## config.mk

```make
export PLATFORM = sky130hd
export DESIGN_NAME = muldiv_unit
export DESIGN_NICKNAME = d
export VERILOG_FILES = /design/src/rtl/muldiv_unit.sv
export SDC_FILE = /design/constraint.sdc
export NUM_CORES = 1
export LEC_CHECK = 0
export CAP_MARGIN = 10
export CORE_UTILIZATION = 61
export DETAILED_ROUTE_END_ITERATION = 7
export MAX_ROUTING_LAYER = met4
export PLACE_DENSITY = 0.82
export SLEW_MARGIN = 20
export SYNTH_ARGS = -nofsm -noshare
export SYNTH_HDL_FRONTEND = slang
export SYNTH_SLANG_ARGS = --single-unit
export TNS_END_PERCENT = 5
```

## constraint.sdc

```tcl
create_clock -name clk -period 6.8 [get_ports clk]
set_clock_uncertainty 0.1 [all_clocks]
set_input_delay 1.36 -clock clk [delete_from_list [all_inputs] [get_ports clk]]
set_output_delay 1.36 -clock clk [all_outputs]
set_load 0.01 [all_outputs]
```

## src/rtl/muldiv_unit.sv

```systemverilog
// Iterative signed/unsigned multiply/divide engine with a start/done handshake.
// Retires STEPS_PER_CYCLE shift-add or restoring-subtract steps per clock; supports cancel.
module muldiv_unit #(
  parameter int unsigned WIDTH           = 32,
  parameter int unsigned STEPS_PER_CYCLE = 1
) (
  input  logic             clk,
  input  logic             reset,
  input  logic             start,
  input  logic [1:0]       op,
  input  logic [WIDTH-1:0] a,
  input  logic [WIDTH-1:0] b,
  input  logic             cancel,
  output logic             busy,
  output logic             done,
  output logic [WIDTH-1:0] hi,
  output logic [WIDTH-1:0] lo,
  output logic             div_by_zero
);

  localparam int unsigned W     = WIDTH;
  localparam int unsigned N     = WIDTH / STEPS_PER_CYCLE;
  localparam int unsigned CNT_W = $clog2(N + 1);

  typedef enum logic [1:0] {IDLE, PREP, RUN, FIN} state_e;

  state_e           state_q, state_d;
  logic [CNT_W-1:0] cnt_q, cnt_d;
  logic [2*W-1:0]   acc_q, acc_d;
  logic [W-1:0]     sh_q, sh_d;
  logic [W-1:0]     opb_q, opb_d;
  logic [W-1:0]     a_q, a_d, b_q, b_d;
  logic [1:0]       op_q, op_d;
  logic             qneg_q, qneg_d, rneg_q, rneg_d;
  logic             busy_q, busy_d, done_q, done_d, dbz_q, dbz_d;
  logic [W-1:0]     hi_q, hi_d, lo_q, lo_d;

  logic [2*W-1:0]   acc_n, prod_t;
  logic [W-1:0]     sh_n, quot_t, rem_t, amag, bmag;
  logic [W:0]       r_t;
  logic             is_div, is_signed;

  assign is_div    = op_q[1];
  assign is_signed = !op_q[0];

  // One clock's worth of datapath steps; acc holds the product or (low W+1 bits) the remainder.
  always_comb begin
    acc_n = acc_q;
    sh_n  = sh_q;
    r_t   = '0;
    for (int s = 0; s < int'(STEPS_PER_CYCLE); s++) begin
      if (is_div) begin
        r_t  = {acc_n[W-1:0], sh_n[W-1]};
        sh_n = {sh_n[W-2:0], 1'b0};
        if (r_t >= {1'b0, opb_q}) begin
          r_t     = r_t - {1'b0, opb_q};
          sh_n[0] = 1'b1;
        end
        acc_n = {{(W-1){1'b0}}, r_t};
      end else begin
        acc_n = {acc_n[2*W-2:0], 1'b0} + (sh_n[W-1] ? {{W{1'b0}}, opb_q} : {(2*W){1'b0}});
        sh_n  = {sh_n[W-2:0], 1'b0};
      end
    end
  end

  // Operand magnitudes and sign-corrected results
  always_comb begin
    amag   = (is_signed && a_q[W-1]) ? (W'(0) - a_q) : a_q;
    bmag   = (is_signed && b_q[W-1]) ? (W'(0) - b_q) : b_q;
    prod_t = (is_signed && qneg_q) ? ((2*W)'(0) - acc_n) : acc_n;
    quot_t = (is_signed && qneg_q) ? (W'(0) - sh_n) : sh_n;
    rem_t  = (is_signed && rneg_q) ? (W'(0) - acc_n[W-1:0]) : acc_n[W-1:0];
  end

  always_comb begin
    state_d = state_q;
    cnt_d   = cnt_q;
    acc_d   = acc_q;
    sh_d    = sh_q;
    opb_d   = opb_q;
    a_d     = a_q;
    b_d     = b_q;
    op_d    = op_q;
    qneg_d  = qneg_q;
    rneg_d  = rneg_q;
    done_d  = 1'b0;
    dbz_d   = dbz_q;
    hi_d    = hi_q;
    lo_d    = lo_q;
    case (state_q)
      IDLE: begin
        if (start && !cancel) begin
          a_d     = a;
          b_d     = b;
          op_d    = op;
          dbz_d   = 1'b0;
          state_d = PREP;
        end
      end
      PREP: begin
        if (cancel) begin
          state_d = IDLE;
        end else begin
          acc_d  = '0;
          cnt_d  = CNT_W'(N);
          qneg_d = a_q[W-1] ^ b_q[W-1];
          rneg_d = a_q[W-1];
          sh_d   = is_div ? amag : bmag;
          opb_d  = is_div ? bmag : amag;
          if (is_div && (b_q == '0)) begin
            state_d = FIN;
            hi_d    = a_q;
            lo_d    = '1;
            dbz_d   = 1'b1;
            done_d  = 1'b1;
          end else begin
            state_d = RUN;
          end
        end
      end
      RUN: begin
        if (cancel) begin
          state_d = IDLE;
        end else begin
          acc_d = acc_n;
          sh_d  = sh_n;
          if (cnt_q == CNT_W'(1)) begin
            // Results land as FIN is entered so they are valid alongside done.
            state_d = FIN;
            done_d  = 1'b1;
            hi_d    = is_div ? rem_t : prod_t[2*W-1:W];
            lo_d    = is_div ? quot_t : prod_t[W-1:0];
          end else begin
            cnt_d = cnt_q - CNT_W'(1);
          end
        end
      end
      FIN:     state_d = IDLE;
      default: state_d = IDLE;
    endcase
    busy_d = (state_d != IDLE);
  end

  always_ff @(posedge clk) begin
    if (reset) begin
      state_q <= IDLE;
      cnt_q   <= '0;
      acc_q   <= '0;
      sh_q    <= '0;
      opb_q   <= '0;
      a_q     <= '0;
      b_q     <= '0;
      op_q    <= '0;
      qneg_q  <= 1'b0;
      rneg_q  <= 1'b0;
      busy_q  <= 1'b0;
      done_q  <= 1'b0;
      dbz_q   <= 1'b0;
      hi_q    <= '0;
      lo_q    <= '0;
    end else begin
      state_q <= state_d;
      cnt_q   <= cnt_d;
      acc_q   <= acc_d;
      sh_q    <= sh_d;
      opb_q   <= opb_d;
      a_q     <= a_d;
      b_q     <= b_d;
      op_q    <= op_d;
      qneg_q  <= qneg_d;
      rneg_q  <= rneg_d;
      busy_q  <= busy_d;
      done_q  <= done_d;
      dbz_q   <= dbz_d;
      hi_q    <= hi_d;
      lo_q    <= lo_d;
    end
  end

  assign busy        = busy_q;
  assign done        = done_q;
  assign hi          = hi_q;
  assign lo          = lo_q;
  assign div_by_zero = dbz_q;

endmodule

```

==> results of run 1 <==
-- stage by stage --
stage | hold WS (ps) | util | power (W) | setup WS [ps]
CTS | 353 | 0.695 | 0.00482 | 590
detailed placement | 346 | 0.662 | 0.00295 | 642
global placement | 341 | 0.662 | 0.00292 | 786
finish | 353 | 0.696 | 0.00492 | 227
global route | 371 | 0.696 | 0.00502 | 7.75
floorplan | 332 | - | 0.00253 | 1510
-- registers in the layout (all words and copies together) (netlist names) --
register     flops
done             1
lo              32
cnt_q            6
rneg_q           1
b_q             32
busy             1
div_by_zero      1
hi              32
state_q          2
sh_q            32
opb_q           32
acc_q           63
qneg_q           1
a_q             32
op_q             2
-- power breakdown --
part | internal (W) | switching [W] | leakage, nW
logic | 0.000439 | 0.000812 | 6.31
clock network | 0.00113 | 0.000792 | 0.565
registers | 0.00165 | 0.0000926 | 2.19
-- synth_stat cells, drive strengths merged (9+ instances only) --
cell     instances  area [µm²]
and3            20         125
nand3           58         295
a221oi           9        78.8
mux2            12         135
and2            19         119
o22ai            9        56.3
a2111oi         10        88.8
ha              73         913
a221o           10         100
clkbuf         179         672
o21ai          156         781
buf             45         240
a21o            37         278
a211oi          98         768
o31ai           26         200
dfxtp          270        5410
a22oi           52         390
nor4            37         295
nor2b           32         200
o211ai          53         398
a21oi          285        1430
o41ai           11        96.3
nor3           110         567
nand4           45         288
nor2           438        1640
xor2            78         683
a311oi          32         293
or2             19         119
inv             77         289
or4             14         109
a41o             9        90.1
o21a            25         188
nand2b          28         175
xnor2          129        1130
mux2i           18         180
nand2          404        1520
or3             31         199
a31oi           42         263
-- final cells by class --
type	count	area [µm²]
clock inverters	15	208
fillers	2980	10800
multi-input cells	2555	15400
well taps	461	577
diodes	5	12.5
repair buffers	194	1830
clock buffers	43	935
inverters	77	290
flip-flops and latches	270	5410
-- critical path, cell delays in order (launching register included) --
cell	delay [ps]
dfxtp_1	360
inv_1	70
buf_4	380
nor2_1	120
ha_1	380
a21oi_1	280
o211ai_1	220
a211oi_1	710
or2_2	360
a311oi_1	360
o31ai_1	210
a31oi_1	180
nor4_1	1090
nand2_1	400
nor3_1	570
nor2_1	110
xnor2_1	150
a2111oi_0	390
-- cells by family (layout without fill, tap and decap cells) --
group,after synthesis,after routing
DFF,270,270
muxes,31,31
AOI/OAI and AO/OA,951,951
and+or+nand+nor,1291,1291
other,0,5
buffers and inverters,301,329
xor gates and xnor gates,207,207
adders and majority gates,75,75
-- worst max-delay path by stage --
stage                           from                   to  slack, ps  cells past startpoint
5_1_grt        sh_q[31]$_SDFFE_PP0P_  lo[31]$_SDFFE_PP0P_          8                     19
3_3_place_gp   sh_q[31]$_SDFFE_PP0P_  hi[31]$_SDFFE_PP0P_        790                     19
3_5_place_dp   sh_q[31]$_SDFFE_PP0P_  lo[31]$_SDFFE_PP0P_        640                     19
6_report       sh_q[31]$_SDFFE_PP0P_  lo[31]$_SDFFE_PP0P_        230                     17
4_1_cts        sh_q[31]$_SDFFE_PP0P_  lo[31]$_SDFFE_PP0P_        590                     19
2_1_floorplan  sh_q[31]$_SDFFE_PP0P_  hi[31]$_SDFFE_PP0P_       1510                     19
-- metal layers --
layer	track usage	wire, µm
met1	0.602	33900
met2	0.731	38800
met5	-	0
met4	0.340	7390
met3	0.143	12100
==> flow_metrics.py, run 1 <==
metrics = {
    "yosys": {
        "syn_avg_cell_area_um2": 7.04,
        "synth_ff_type": "dfxtp_1",
        "synth_edf_count": 0,
        "synthAdderAreaFrac": 0.0433,
        "synth_xor_area_frac": 0.0824,
        "synth_compound_area_frac": 0.286,
        "synthesis.area_um2": 22000,
        "synth_warnings": 0,
        "synth-seq-area-share": 0.246,
        "synth-simple-area-share": 0.272,
        "async_flop_share": 0,
        "synthCells": 3126,
        "syn_nets": 3271,
        "ys_ff_latch": 270,
        "muxShareOfSynthArea": 0.0154,
        "synth_top_family_by_area": "compound AO/OA/AOI/OAI gates",
        "synth_cell_types": 101,
    },
    "global_routing": {
        "grt_usage": 0.503,
        "grt_max_degree": 102,
        "grt_pass1_wl_mm": 137,
        "overflow": 0,
        "grt_pass1_vias": 23100,
        "grt_antenna_before_repair": 4,
    },
    "timing": {
        "slew_violations": 0,
        "finalSetupViolCount": 0,
        "setup-tns-final_ps": 0,
        "hold_viol": 0,
        "rsz0062_at_grt": "no",
        "period_minus_slack_ps": 6570,
        "max_freq_ghz": 0.152,
        "relSlewSlack": 0.143,
        "min_period_over_period": 0.967,
        "worst_pin_slew_ps": 1280,
    },
    "job": {
        "maxCapViolations": 0,
    },
    "setup_path": {
        "ff2ff_path_depth": 17,
        "arrival_ps": 6930,
        "critical_path_required_ps": 7150,
        "start_kind": "flip-flop",
        "r2r_end": "lo[31]$_SDFFE_PP0P_",
        "crit_path_end_kind": "flip-flop",
        "criticalPathCategory": "reg2reg",
        "r2r-start": "sh_q[31]$_SDFFE_PP0P_",
        "critical_path_peak_fanout": 31,
        "rrSetupSlack_ps": 230,
    },
    "die": {
        "core-area_um2": 35500,
        "start_util": 0.620,
        "dieArea_um2": 36800,
        "num_rows": 69,
        "die-width_um": 192,
        "die_y_um": 192,
        "num_io_pins": 137,
    },
    "cts": {
        "cts_hold_buf": 0,
        "clockBufferDepth": 3,
        "clock_sinks": 270,
        "insertion_delay_ps": 590,
        "clk_pin_slew_worst_paths_ps": 60,
        "cts_tree": "done",
        "cts_resized": 0,
        "cts_buffers": 34,
        "root_buffer": "clkbuf_16",
        "ctsHtreeMaxLevel": 2,
        "post_cts_buffers": 0,
    },
    "cells_and_area": {
        "final_common_cell": "nor2_1",
        "final_nets": 3277,
        "design_area_um2": 24700,
        "drive_above_1_share": 0.0618,
        "area_growth_pct": 12.3,
        "layout_common_cells": "nor2_1 (437), nand2_1 (401), a21oi_1 (284)",
        "fin_cells": 3620,
    },
    "drt": {
        "vias_per_cell": 7.07,
        "drt_drc_violations_left": 0,
        "dr_total_vias": 25600,
        "wl_mm": 92.2,
        "drtPass1Iterations": 7,
        "drt_iter0_markers": 3636,
        "ant_nets": 0,
        "avgRoutedWirePerCell_um": 25.5,
    },
    "min_path": {
        "whs_endpoint": "opb_q[11]$_SDFFE_PP0P_",
        "hp-class": "reg2reg",
        "hp-start": "opb_q[11]$_SDFFE_PP0P_",
        "hold_depth": 2,
    },
    "power": {
        "powerDensity_nw_per_um2": 199,
        "ir_drop_mv": 0.213,
        "leakage_nw": 9.07,
    },
    "placement": {
        "place_congestion": 1.11,
        "port-buffer-count": 136,
        "place_inst": 3556,
        "dpl.hpwl_mm": 68.6,
        "placed_area_um2": 23500,
    },
    "run_status": {
        "status": "completed",
    },
}
Note: power is estimated with default switching activity, not from simulation.
==> run 2, diff against run 1 <==
--- a/config.mk
+++ b/config.mk
@@ -6,10 +6,9 @@
 export NUM_CORES = 1
 export LEC_CHECK = 0
 export CAP_MARGIN = 10
-export CORE_UTILIZATION = 61
+export CORE_UTILIZATION = 44
 export DETAILED_ROUTE_END_ITERATION = 7
 export MAX_ROUTING_LAYER = met4
-export PLACE_DENSITY = 0.82
 export SLEW_MARGIN = 20
 export SYNTH_ARGS = -nofsm -noshare
 export SYNTH_HDL_FRONTEND = slang
==> run 2 against run 1 <==
Net effect: non-clock buffer count up 8; power up 2.6%; clock-buffer cell count up 6; final cell count rose by 6.0%.
==> flow_metrics.py, run 2 (synthesis gave the netlist of run 1 again) <==
metrics = {
    "run_status": {
        "status": "completed",
    },
    "setup_path": {
        "timing.critical_path.to": "hi[5]$_SDFFE_PP0P_",
        "r2r-start": "opb_q[26]$_SDFFE_PP0P_",
        "r2r_end": "hi[5]$_SDFFE_PP0P_",
        "start_kind": "flip-flop",
        "arrival_ps": 6900,
        "crit_path_end_kind": "flip-flop",
        "critical_path_required_ps": 7110,
        "rrSetupSlack_ps": 200,
        "startpoint": "opb_q[26]$_SDFFE_PP0P_",
        "ff2ff_path_depth": 18,
        "critical_path_peak_fanout": 13,
        "criticalPathCategory": "reg2reg",
    },
    "timing": {
        "min_period_over_period": 0.970,
        "finalSetupViolCount": 0,
        "hold_viol": 0,
        "setup-tns-final_ps": 0,
        "slew_violations": 0,
        "max_freq_ghz": 0.152,
        "period_minus_slack_ps": 6600,
        "rsz0062_at_grt": "no",
        "worst_pin_slew_ps": 1180,
        "relSlewSlack": 0.207,
        "hold_ws_ps": 351,
    },
    "die": {
        "die-width_um": 226,
        "num_io_pins": 137,
        "dieArea_um2": 50900,
        "start_util": 0.447,
        "core-area_um2": 49200,
        "num_rows": 81,
        "die_y_um": 226,
    },
    "cells_and_area": {
        "nFillCells": 5035,
        "regMostFlops": "acc_q",
        "layout_common_cells": "nor2_1 (436), nand2_1 (402), a21oi_1 (284)",
        "design_area_um2": 25100,
        "final-seq-area_um2": 5410,
        "area_growth_pct": 14.3,
        "largest_reg_flops": 63,
        "drive_above_1_share": 0.0645,
        "fin_util": 0.511,
        "final_nets": 3287,
        "final_common_cell": "nor2_1",
        "multi_input_area_um2": 15400,
    },
    "cts": {
        "insertion_delay_ps": 570,
        "root_buffer": "clkbuf_16",
        "ctsHtreeMaxLevel": 2,
        "cts_resized": 0,
        "clk_pin_slew_worst_paths_ps": 60,
        "cts_tree": "done",
        "cts_buffers": 36,
        "clockBufferDepth": 3,
        "clock_sinks": 270,
        "cts_hold_buf": 0,
        "post_cts_buffers": 0,
    },
    "global_routing": {
        "grt_pass1_vias": 22600,
        "grt_usage": 0.392,
        "grt_antenna_before_repair": 6,
        "grt_pass1_wl_mm": 146,
        "grt_max_degree": 198,
        "overflow": 0,
    },
    "drt": {
        "wl_mm": 98.5,
        "avgRoutedWirePerCell_um": 25.7,
        "dr_total_vias": 24600,
        "drt_iter0_markers": 2796,
        "vias_per_cell": 6.42,
        "drt_drc_violations_left": 0,
        "drtPass1Iterations": 7,
        "ant_nets": 0,
    },
    "placement": {
        "placed_area_um2": 23900,
        "dpl.hpwl_mm": 75.0,
        "port-buffer-count": 136,
        "place_congestion": 1.01,
    },
    "power": {
        "leakage_nw": 9.16,
        "ir_drop_mv": 0.165,
        "powerDensity_nw_per_um2": 201,
    },
    "min_path": {
        "hp-class": "reg2reg",
    },
    "job": {
        "maxCapViolations": 0,
    },
}
[run 2: changes by cell type in the layout (fill, tap and decap cells not counted), moves of 2 or more]
cell	before	now
buf_6	2	0
clkinv_2	8	5
diode_2	5	8
buf_12	1	3
nor2b_2	3	1
buf_4	55	63
clkbuf_16	34	37
clkbuf_8	5	8
[run 2: per-layer routing]
metal	vias to the layer above	wire, µm	track usage
met3	233	7560	0.0631
met5	-	0	-
met1	11800	40700	0.491
li1	11400	-	-
met2	1204	44800	0.604
met4	0	5460	0.209
[run 2: per-stage QoR]
stage | setup slack (ps) | instances | total power, W
floorplan | 1510 | 3126 | 0.00253
global placement | 443 | 3768 | 0.00299
detailed placement | 457 | 3768 | 0.00300
CTS | 442 | 3828 | 0.00503
global route | 46.5 | 3834 | 0.00522
finish | 203 | 3836 | 0.00505
[run 2: worst max-delay path, stage by stage (launching register included)]
cell	delay, ps
dfxtp_1	320
inv_1	60
ha_1	530
nand4_1	330
or4_4	640
nor2_1	190
or3_1	540
buf_4	240
o31ai_2	60
buf_4	240
o221ai_1	750
o21ai_0	470
nor4_2	260
buf_4	210
nand3_1	230
nor4_1	600
mux2i_1	170
a211oi_1	410
nor3_1	90
[run 2: layout make-up]
type                    count  area share
multi-input cells        2555       0.614
flip-flops and latches    270       0.215
repair buffers            202      0.0755
clock buffers              49      0.0414
well taps                 664      0.0330
inverters                  77      0.0115
clock inverters            11     0.00861
diodes                      8    0.000796
[run 2: worst min-delay path by stage]
stage | cells after the start | to | start
2_1_floorplan | 2 | opb_q[11]$_SDFFE_PP0P_ | opb_q[11]$_SDFFE_PP0P_
3_3_place_gp | 2 | opb_q[23]$_SDFFE_PP0P_ | opb_q[23]$_SDFFE_PP0P_
3_5_place_dp | 2 | opb_q[28]$_SDFFE_PP0P_ | opb_q[28]$_SDFFE_PP0P_
4_1_cts | 2 | opb_q[28]$_SDFFE_PP0P_ | opb_q[28]$_SDFFE_PP0P_
5_1_grt | 2 | opb_q[28]$_SDFFE_PP0P_ | opb_q[28]$_SDFFE_PP0P_
6_report | 2 | opb_q[24]$_SDFFE_PP0P_ | opb_q[24]$_SDFFE_PP0P_
[run 2: where the power goes]
group	switching [W]	internal [W]	total (W)
sequential	0.0000892	0.00165	0.00174
combinational	0.000821	0.000440	0.00126
clock	0.000784	0.00126	0.00205
total	0.00169	0.00335	0.00505
